**config.mk**
```make
export PLATFORM = sky130hd
export DESIGN_NAME = div_unit
export DESIGN_NICKNAME = d
export VERILOG_FILES = /design/src/rtl/div_unit.sv
export SDC_FILE = /design/constraint.sdc
export NUM_CORES = 1
export LEC_CHECK = 0
export BUFFER_PORTS_ARGS = -buffer_cell sky130_fd_sc_hd__buf_2
export CAP_MARGIN = 25
export CORE_MARGIN = 4
export CORE_UTILIZATION = 35
export CTS_CLUSTER_SIZE = 8
export DETAILED_ROUTE_END_ITERATION = 16
export SYNTH_ARGS = -nofsm -noshare
export SYNTH_HDL_FRONTEND = slang
export SYNTH_SLANG_ARGS = --single-unit
```
**constraint.sdc**
```tcl
create_clock -name clk -period 5.1 [get_ports clk]
set_input_delay 0.51 -clock clk [delete_from_list [all_inputs] [get_ports clk]]
set_output_delay 0.51 -clock clk [all_outputs]
set_load 0.01 [all_outputs]
```
**src/rtl/div_unit.sv**
```systemverilog
// Multi-cycle restoring divider: one quotient bit per cycle, signed or unsigned,
// with defined results for divide-by-zero and signed overflow.
module div_unit #(
    parameter int DATAWIDTH = 32
) (
    input  logic                 clk,
    input  logic                 rst,
    input  logic                 start,
    input  logic                 signed_flag,
    input  logic [DATAWIDTH-1:0] dividend,
    input  logic [DATAWIDTH-1:0] divisor,
    output logic                 busy,
    output logic                 done,
    output logic [DATAWIDTH-1:0] quotient,
    output logic [DATAWIDTH-1:0] remainder,
    output logic                 div_zero
);

    localparam int CNT_W = (DATAWIDTH > 1) ? $clog2(DATAWIDTH) : 1;
    localparam logic [CNT_W-1:0] LAST_CNT = CNT_W'(DATAWIDTH - 1);

    typedef enum logic [1:0] {
        IDLE = 2'd0,
        CALC = 2'd1,
        FIX  = 2'd2
    } state_t;

    state_t               state_r;
    state_t               state_s;
    logic [CNT_W-1:0]     cnt_r;
    logic [DATAWIDTH-1:0] rem_r;
    logic [DATAWIDTH-1:0] quo_r;
    logic [DATAWIDTH-1:0] dsr_r;
    logic                 q_neg_r;
    logic                 r_neg_r;
    logic                 dz_r;

    logic                 a_neg_s;
    logic                 b_neg_s;
    logic                 div_by_zero_s;
    logic [DATAWIDTH-1:0] abs_a_s;
    logic [DATAWIDTH-1:0] abs_b_s;
    logic [DATAWIDTH:0]   shifted_s;
    logic [DATAWIDTH:0]   diff_s;

    function automatic logic [DATAWIDTH-1:0] neg_if(input logic en,
                                                    input logic [DATAWIDTH-1:0] v);
        logic [DATAWIDTH-1:0] r;
        if (en) begin
            r = ~v + DATAWIDTH'(1);
        end else begin
            r = v;
        end
        return r;
    endfunction

    assign a_neg_s       = signed_flag & dividend[DATAWIDTH-1];
    assign b_neg_s       = signed_flag & divisor[DATAWIDTH-1];
    assign div_by_zero_s = (divisor == {DATAWIDTH{1'b0}});
    assign abs_a_s       = neg_if(a_neg_s, dividend);
    assign abs_b_s       = neg_if(b_neg_s, divisor);

    // The MSB of the (W+1)-bit difference is the borrow: set means restore.
    assign shifted_s = {rem_r, quo_r[DATAWIDTH-1]};
    assign diff_s    = shifted_s - {1'b0, dsr_r};

    // State register.
    always_ff @(posedge clk) begin
        if (rst) begin
            state_r <= IDLE;
        end else begin
            state_r <= state_s;
        end
    end

    // Next-state selection.
    always_comb begin
        state_s = state_r;
        case (state_r)
            IDLE: begin
                if (start) begin
                    state_s = div_by_zero_s ? FIX : CALC;
                end else begin
                    state_s = IDLE;
                end
            end
            CALC: begin
                if (cnt_r == LAST_CNT) begin
                    state_s = FIX;
                end else begin
                    state_s = CALC;
                end
            end
            FIX:     state_s = IDLE;
            default: state_s = IDLE;
        endcase
    end

    // Datapath: operand capture, shift/subtract iterations and result registers.
    always_ff @(posedge clk) begin
        if (rst) begin
            cnt_r     <= {CNT_W{1'b0}};
            rem_r     <= {DATAWIDTH{1'b0}};
            quo_r     <= {DATAWIDTH{1'b0}};
            dsr_r     <= {DATAWIDTH{1'b0}};
            q_neg_r   <= 1'b0;
            r_neg_r   <= 1'b0;
            dz_r      <= 1'b0;
            busy      <= 1'b0;
            done      <= 1'b0;
            quotient  <= {DATAWIDTH{1'b0}};
            remainder <= {DATAWIDTH{1'b0}};
            div_zero  <= 1'b0;
        end else begin
            case (state_r)
                IDLE: begin
                    done <= 1'b0;
                    if (start) begin
                        busy     <= 1'b1;
                        div_zero <= 1'b0;
                        cnt_r    <= {CNT_W{1'b0}};
                        if (div_by_zero_s) begin
                            // Zero signs so FIX passes the raw values through.
                            quo_r   <= {DATAWIDTH{1'b1}};
                            rem_r   <= dividend;
                            q_neg_r <= 1'b0;
                            r_neg_r <= 1'b0;
                            dz_r    <= 1'b1;
                        end else begin
                            quo_r   <= abs_a_s;
                            rem_r   <= {DATAWIDTH{1'b0}};
                            dsr_r   <= abs_b_s;
                            q_neg_r <= a_neg_s ^ b_neg_s;
                            r_neg_r <= a_neg_s;
                            dz_r    <= 1'b0;
                        end
                    end
                end
                CALC: begin
                    quo_r <= {quo_r[DATAWIDTH-2:0], ~diff_s[DATAWIDTH]};
                    if (diff_s[DATAWIDTH]) begin
                        rem_r <= shifted_s[DATAWIDTH-1:0];
                    end else begin
                        rem_r <= diff_s[DATAWIDTH-1:0];
                    end
                    cnt_r <= cnt_r + CNT_W'(1);
                end
                FIX: begin
                    quotient  <= neg_if(q_neg_r, quo_r);
                    remainder <= neg_if(r_neg_r, rem_r);
                    div_zero  <= dz_r;
                    done      <= 1'b1;
                    busy      <= 1'b0;
                end
                default: begin
                    done <= 1'b0;
                    busy <= 1'b0;
                end
            endcase
        end
    end

endmodule

```
## Yosys cells after proc, flatten, opt, wreduce, memory -nomap -nowiden

Cells that the tools add are included.

| word-level totals | value |
|---|---|
| bits in registers | 173 |
| input bits | 68 |
| output and inout bits | 67 |
| word-level logic and storage cells | 67 |

| cells by class | value |
|---|---|
| add/subtract/negate cells | 6 |
| eq/ne operators | 4 |
| mux-type cells | 25 |
| bitwise logic cells | 10 |
| reduce and logical (&&, ||, !) cells | 9 |

Operators by type and width:

| cell | number |
|---|---|
| $mux 32 | 9 |
| $add 32x1->32 const B | 4 |
| $not 32->32 | 4 |
| $pmux 32 s2 | 2 |
| $sub 33x32->33 | 1 |
| $logic_not 32->1 | 1 |
| $pmux 5 s2 | 1 |
| $reduce_and 2->1 | 4 |
| $mux 2 | 3 |
| $pmux 1 s2 | 3 |
| $add 5x1->5 const B | 1 |
| $eq 5x5->1 const B | 1 |
| $mux 1 | 5 |
| $mux 5 | 1 |
| $pmux 2 s2 | 1 |
| $reduce_bool 2->1 | 2 |
| $not 1->1 | 3 |
| $reduce_and 3->1 | 1 |
| $and 1x1->1 | 2 |
| $eq 2x1->1 const B | 1 |
| $eq 2x2->1 const B | 1 |
| $logic_not 2->1 | 1 |
| $ne 2x2->1 const B | 1 |
| $xor 1x1->1 | 1 |

## Longest topological paths before layout

Gate-level depths: netlist (run 1).

| depth | value |
|---|---|
| word-level depth | 6 |
| depth in mapped cells | 14 |
| gate-level depth less buffers | 12 |

## Least setup slack after synthesis (run 1)

OpenSTA, ideal clock, no wires.

| path | value |
|---|---|
| path kind | register to register |
| from | reg quo_r[31] |
| to | reg rem_r[18] |
| setup time | 0.131 ns |
| arrival | 3.128 ns |
| data required time | 4.969 ns |
| setup slack | 1.842 ns |
| stages on the path, launching flop included | 15 |
| buffers on the path | 2 |
| period minus slack after synthesis | 3.258 ns |
| cells stage by stage | dfxtp_1 -> inv_1 -> ha_1 -> fa_1 -> nand2b_1 -> a21o_1 -> a31oi_1 -> a221oi_2 -> or3_1 -> and3_1 -> clkbuf_1 -> nor2_1 -> buf_4 -> mux2i_1 -> o22ai_1 |

| between the ends | value |
|---|---|
| longest elaborated chain between the ends | 3 |

RTL lines:

| what | line | RTL |
|---|---|---|
| from (decl) | 32 | `logic [DATAWIDTH-1:0] quo_r;` |
| from (signal assigned) | 104 | `quo_r <= {DATAWIDTH{1'b0}};` |
| from (signal assigned) | 124 | `quo_r <= {DATAWIDTH{1'b1}};` |
| from (signal assigned) | 130 | `quo_r <= abs_a_s;` |
| $sub 33x32->33 | 65 | `assign diff_s = shifted_s - {1'b0, dsr_r};` |
| $mux 32 | 141 | `if (diff_s[DATAWIDTH]) begin` |
| $pmux 32 s2 | 115 | `case (state_r)` |
| to (signal assigned) | 125 | `rem_r <= dividend;` |
| to (signal assigned) | 142 | `rem_r <= shifted_s[DATAWIDTH-1:0];` |
| to (signal assigned) | 144 | `rem_r <= diff_s[DATAWIDTH-1:0];` |
| to (decl) | 31 | `logic [DATAWIDTH-1:0] rem_r;` |

Every way passes these cells.
A chain may end at the register's enable or synchronous reset.

## Final worst setup path (run 1)

| path | value |
|---|---|
| from | reg quo_r[31] |
| to | reg rem_r[1] |

The elaborated chain is that of the path after synthesis.

==> impl_metrics.json, run 1 <==
{
  "result_of_the_run": "complete, no violations",
  "synth_async_sr_flop_share_pct": 0,
  "die_y_um": 190.2,
  "number_of_clock_sinks": 173,
  "count_of_synthesis_stage_warnings_from_yosys": 0,
  "number_of_nets_with_antenna_violations_after_routing": 0,
  "ctsRootBufferMaster": "clkbuf_16",
  "number_of_max_slew_violations_in_the_final_report": 0,
  "tritoncts.num_buffers": 17,
  "timing.setup.tns_ns": 0,
  "worstPathMaxFanout": 14,
  "synthesis.area_per_instance_um2": 7.897,
  "row_count": 66,
  "globalRouteOverflowTotal": 0,
  "yosys-top-cells-count": "nor2_1 (174), dfxtp_1 (173), a21oi_1 (131)",
  "cp-start-kind": "register",
  "dpl.hpwl_mm": 27.10,
  "grt_setup_unrepaired": "no",
  "synth.net_count": 1579,
  "maxCapViolations": 0,
  "critPathKind": "register to register",
  "irDropWorstVdd_mv": 0.2574,
  "cts.repair.resized": 0,
  "timing.slew.headroom_pct": 36.59,
  "initialDrtViolationCount": 992,
  "tritoncts": "yes",
  "detail_route.vias_per_cell": 5.557,
  "filler_cell_count": 3406,
  "worst_hold_path_type": "input port to register",
  "cts.path.max_buffers": 2,
  "final_net_count": 1644,
  "final_routed_wirelength_across_all_metal_layers_mm": 36.37,
  "grt_antenna_before_repair": 1,
  "synth_flop_cell": "dfxtp_1",
  "synth.ff_latch_count": 173,
  "ys_types": 80,
  "post-cts-setup-buffer-count": 0,
  "yosysTopAreaCellShare_pct": 29.79,
  "fmax_ghz": 0.2559,
  "vias_in_the_first_global_route": 10160,
  "hold_path_startpoint": "divisor[1]",
  "place_congestion": 0.9198,
  "hold_violations": 0,
  "synthToLayoutAreaGrowth_pct": 13.20,
  "clk_pin_slew_ns": 0.07,
  "coreArea_um2": 32620,
  "synthCells": 1472,
  "power.density_cell_area_nw_per_um2": 365.0,
  "grt_start_max_net_pins": 109,
  "post_synth_main_area_contributors": "dfxtp_1 (30%), xor2_1 (6.1%), a21oi_1 (5.6%)",
  "hold_buffers": 0,
  "crit_path_end_kind": "register",
  "rr_startpoint": "quo_r[31]",
  "max_slew.worst_pin.slew_ns": 0.9512,
  "worst_ep_arrival_time_ns": 4.26,
  "yosysTopAreaCell": "dfxtp_1",
  "synth_seq_area_share_pct": 29.79,
  "total_via_count_in_the_routed_design": 11060,
  "leakage_component_of_the_power_nw": 4.898,
  "design.die.area_um2": 36190,
  "place.port_buffers": 134,
  "cts_htree_levels": 4,
  "clock_insertion_delay_worst_skew_ns": 0.45,
  "synth_most_common_cell": "nor2_1",
  "drc_errors": 0,
  "die_width_um": 190.2,
  "timing.final.setup_violations": 0,
  "timing.clock.skew_ns": 0.01591,
  "post_route_cells_drive_above_1_share_pct": 15.11,
  "syn_area_um2": 11620,
  "timing.critical_path.from": "quo_r[31]",
  "drt_pre_antenna_iters": 5,
  "synth-edff-count": 0,
  "hold_slack_ns": 0.3860,
  "grt.total_usage_pct": 19.45,
  "floorplan.initialDensity_pct": 35.64,
  "min_tclk_post_route_ns": 3.907,
  "layout_worst_path_cycle_share_pct": 76.62,
  "routed_wire_length_per_instance_um": 18.27,
  "io-pin-count": 135,
  "timing.critical_path.required_ns": 5.45,
  "grt_first_pass_wirelength_mm": 57.17,
  "insertedDiodeCount": 0
}
==> report_power, final <==
group | switching [mW] | internal (mW) | leakage, nW
clock network | 0.586 | 0.784 | 0.293
registers | 0.146 | 1.45 | 1.41
logic | 1.12 | 0.713 | 3.19
==> kinds of logic (layout without fill, tap and decap cells) <==
logic type	after synthesis	after routing	synth area share (%)
multiplexers	17	17	1.475
adder cells (fa/ha/maj)	39	39	4.262
buffers and inverters	161	238	6.081
AO/OA/AOI/OAI	477	477	28.33
flip-flops	173	173	29.79
AND/OR/NAND/NOR	466	466	19.59
XOR/XNOR	139	139	10.47
==> registers in the layout, summed over array words and instances (netlist names), 2 cells and up <==
signal / count
state_r: 2
dsr_r: 32
remainder: 32
cnt_r: 5
quo_r: 32
quotient: 32
rem_r: 32
==> through the flow <==
step	worst slack (ns)	std cells	utilization (%)	area (um2)	power, mW
finish	1.193	1991	40.34	13160	4.803
global route	0.8684	1991	40.34	13160	5.079
CTS	1.220	1989	40.23	13120	4.805
detailed placement	0.9949	1958	38.39	12520	3.433
global placement	1.042	1957	38.32	12500	3.414
floorplan	1.842	1472	-	11620	2.960
==> worst paths after layout <==
kind,end,slack (ns),depth (start not counted)
max,rem_r[1],1.19,13
min,dsr_r[1],0.39,3
max reg2reg,rem_r[1],1.19,13
min reg2reg,dsr_r[31],0.45,2
==> placed cells by master (no fill, tap or decap), types with 6 or more instances in the layout <==
| cell | synthesis | final |
|---|---|---|
| nand2b_1 | 11 | 11 |
| xor2_1 | 81 | 81 |
| a21oi_1 | 131 | 131 |
| and3_1 | 13 | 13 |
| o211ai_1 | 10 | 10 |
| nor3_1 | 30 | 30 |
| o21a_1 | 7 | 7 |
| a21o_1 | 11 | 11 |
| o22ai_1 | 8 | 8 |
| nor2_1 | 174 | 173 |
| nand4_1 | 12 | 12 |
| nor2b_1 | 10 | 9 |
| o221ai_1 | 32 | 32 |
| nand3_1 | 29 | 29 |
| a211oi_2 | 21 | 21 |
| or2_2 | 6 | 6 |
| o21ai_1 | 7 | 7 |
| a211oi_1 | 84 | 84 |
| clkbuf_16 | 0 | 17 |
| o31ai_1 | 24 | 23 |
| or4_1 | 12 | 12 |
| xnor2_1 | 58 | 58 |
| a31oi_1 | 8 | 8 |
| inv_1 | 57 | 57 |
| dfxtp_1 | 173 | 173 |
| o21ai_0 | 77 | 77 |
| nand2_1 | 101 | 101 |
| buf_4 | 6 | 13 |
| or3_1 | 19 | 19 |
| a221oi_1 | 9 | 9 |
| o41ai_1 | 13 | 13 |
| buf_2 | 9 | 133 |
| nor4_1 | 15 | 15 |
| mux2i_1 | 16 | 16 |
| ha_1 | 38 | 38 |
==> layer usage <==
layer  track usage, %  vias to the layer above  routed length (um)
met5                0                        -                  13
li1                 -                     5511                   -
met2            30.32                      312               16310
met4            5.801                        2                 807
met1            27.45                     5186               16990
met3            3.625                       52                2247
==> area by class of cell <==
type	instances	area [um2]	area share [%]
Timing Repair Buffer	150	842.1	6.399
Clock buffer	18	439.2	3.337
Sequential cell	173	3463	26.32
Multi-Input combinational cell	1138	7483	56.87
Inverter	57	214.0	1.626
Clock inverter	13	163.9	1.246
Tap cell	442	553.0	4.203
==> worst max-delay path, stage by stage (launching register included) <==
cell	delay [ns]
dfxtp_1	0.33
inv_1	0.10
ha_1	0.25
fa_1	0.41
nand2b_1	0.19
a21o_1	0.20
a31oi_1	0.27
a221oi_2	0.17
nor3_1	0.41
o31a_1	0.49
nor2_1	0.20
buf_4	0.25
a211o_1	0.31
a221oi_1	0.23
No activity file was read; power rests on OpenSTA's default activity.
==> run 2, diff against run 1 <==
- clock period: 5.1 -> 3.65 ns (I/O delays scaled with it)
==> impl_metrics.json, run 2 (synthesis gave the netlist of run 1 again) <==
{
  "combinationalPowerShare_pct": 39.2,
  "place.port_buffers": 134,
  "vias_in_the_first_global_route": 10250,
  "detail_route.vias_per_cell": 5.543,
  "number_of_max_slew_violations_in_the_final_report": 0,
  "max_slew.worst_pin.slew_ns": 0.7456,
  "die_y_um": 190.2,
  "tritoncts": "yes",
  "final_critical_path_setup_slack_ns": 0.2877,
  "power.density_cell_area_nw_per_um2": 504.4,
  "timing.critical_path.slowest_cell_delay_ns": 0.54,
  "maxCapViolations": 0,
  "dpl.hpwl_mm": 27.60,
  "final_cell_mix": "nor2_1 (173), dfxtp_1 (173), buf_2 (133)",
  "layout_worst_path_cycle_share_pct": 92.12,
  "place_congestion": 0.9085,
  "globalRouteOverflowTotal": 0,
  "crit_path_end_kind": "register",
  "timing.clock.skew_ns": 0.01814,
  "worstPathMaxFanout": 6,
  "place_inst": 1982,
  "grt_antenna_before_repair": 1,
  "design.die.area_um2": 36190,
  "r2r_cells": 13,
  "irDropWorstVdd_mv": 0.4183,
  "synthToLayoutAreaGrowth_pct": 14.38,
  "power.switching_fraction_pct": 39.54,
  "cp-start-kind": "register",
  "power.net_switching_mw": 2.652,
  "critPathKind": "register to register",
  "io-pin-count": 135,
  "finish.cell_count_without_fillers": 2015,
  "floorplan.initialDensity_pct": 35.64,
  "leakage_component_of_the_power_nw": 4.998,
  "internal_power_mw": 4.055,
  "grt_setup_unrepaired": "no",
  "cts.path.max_buffers": 2,
  "tritoncts.num_buffers": 17,
  "post_route_cells_drive_above_1_share_pct": 16.36,
  "number_of_nets_with_antenna_violations_after_routing": 0,
  "critical_path.cell_chain": "inv_1 > ha_1 > fa_1 > nand2b_1 > a21o_1 > a31oi_2 > a221oi_2 > o21ai_1 > a31oi_1 > buf_4 > or3b_2 > nand4_1 > o221ai_1",
  "total_via_count_in_the_routed_design": 11170,
  "final_routed_wirelength_across_all_metal_layers_mm": 36.54,
  "worst_ep_arrival_time_ns": 3.66,
  "grt_first_pass_wirelength_mm": 57.36,
  "coreArea_um2": 32620,
  "row_count": 66,
  "number_of_clock_sinks": 173,
  "drc_errors": 0,
  "cts_htree_levels": 4,
  "ctsRootBufferMaster": "clkbuf_16",
  "final_net_count": 1666,
  "die_width_um": 190.2,
  "pwr-share-clk_pct": 27.6,
  "timing.setup.tns_ns": 0,
  "min_tclk_post_route_ns": 3.362,
  "drt_pre_antenna_iters": 6,
  "clock_insertion_delay_worst_skew_ns": 0.43,
  "dp_worst_setup_slack_ns": 0.2386,
  "timing.slew.headroom_pct": 50.29,
  "routed_wire_length_per_instance_um": 18.13,
  "hold_depth": 3,
  "clk_pin_slew_ns": 0.08,
  "timing.critical_path.required_ns": 3.95,
  "hold_violations": 0,
  "initialDrtViolationCount": 1001,
  "share_seq_of_total_power_pct": 33.2,
  "result_of_the_run": "complete, no violations",
  "worst_hold_path_type": "input port to register",
  "worst_path_max_delay_cell": "a221oi_2",
  "grt_start_max_net_pins": 82,
  "grt.total_usage_pct": 19.41,
  "fmax_ghz": 0.2974,
  "timing.final.setup_violations": 0
}
## run 2: metrics by stage
| stage | area, um2 | power, mW | hold slack, ns | util, % |
|---|---|---|---|---|
| final | 13300 | 6.707 | 0.2289 | 40.76 |
| after global routing | 13290 | 7.096 | 0.2408 | 40.75 |
| after CTS | 13280 | 6.712 | 0.2183 | 40.71 |
| after detailed placement | 12710 | 4.863 | 0.4484 | 38.98 |
| after global placement | 12710 | 4.833 | 0.4517 | 38.95 |
| after floorplan | 11620 | 4.136 | 0.4319 | - |
## run 2: final timing paths
kind	from	end	slack, ns
max reg2reg	quo_r[31]	rem_r[30]	0.29
min	divisor[0]	dsr_r[0]	0.23
max	quo_r[31]	rem_r[30]	0.29
min reg2reg	dsr_r[31]	dsr_r[31]	0.46
## run 2: worst max-delay path, delay by kind of cell, from the launching register on
family	cells	cell delay [ns]
adders and majority gates	2	0.44
AOI/OAI and AO/OA	6	1.47
DFF	1	0.31
and+or+nand+nor	3	0.69
buffers and inverters	2	0.33
## run 2: per-layer routing
metal  wire length [um]  GRT usage [%]  vias to the layer above  part of all wire, %
met5                  7              0                        -                0.019
met4                604          4.171                        2                  1.7
met3               2274          3.039                       39                  6.2
met2              16310          31.22                      336                   45
met1              17340          27.66                     5224                   47
li1                   -              -                     5569                    -
## run 2: power by group through the flow
stage / registers, mW / logic (mW) / clock network (mW)
floorplan: 2.18 / 1.96 / 0
global placement: 2.26 / 2.58 / 0
detailed placement: 2.26 / 2.60 / 0
CTS: 2.22 / 2.62 / 1.88
global route: 2.24 / 2.90 / 1.96
finish: 2.22 / 2.63 / 1.85
## run 2: cell type report
cell class              count  area, um2
fillers                  3408      19320
multi-input cells        1138       7495
flip-flops and latches    173       3463
repair buffers            172      999.7
well taps                 442      553.0
clock buffers              19      442.9
inverters                  57      214.0
clock inverters            12      123.9
diodes                      2      5.005
## run 2: repair_timing
action,in CTS,in global routing
buffers inserted,0,0
endpoints found under the hold margin,0,0
resized for setup,0,2
hold buffers,0,0
endpoints found under the setup margin,0,3
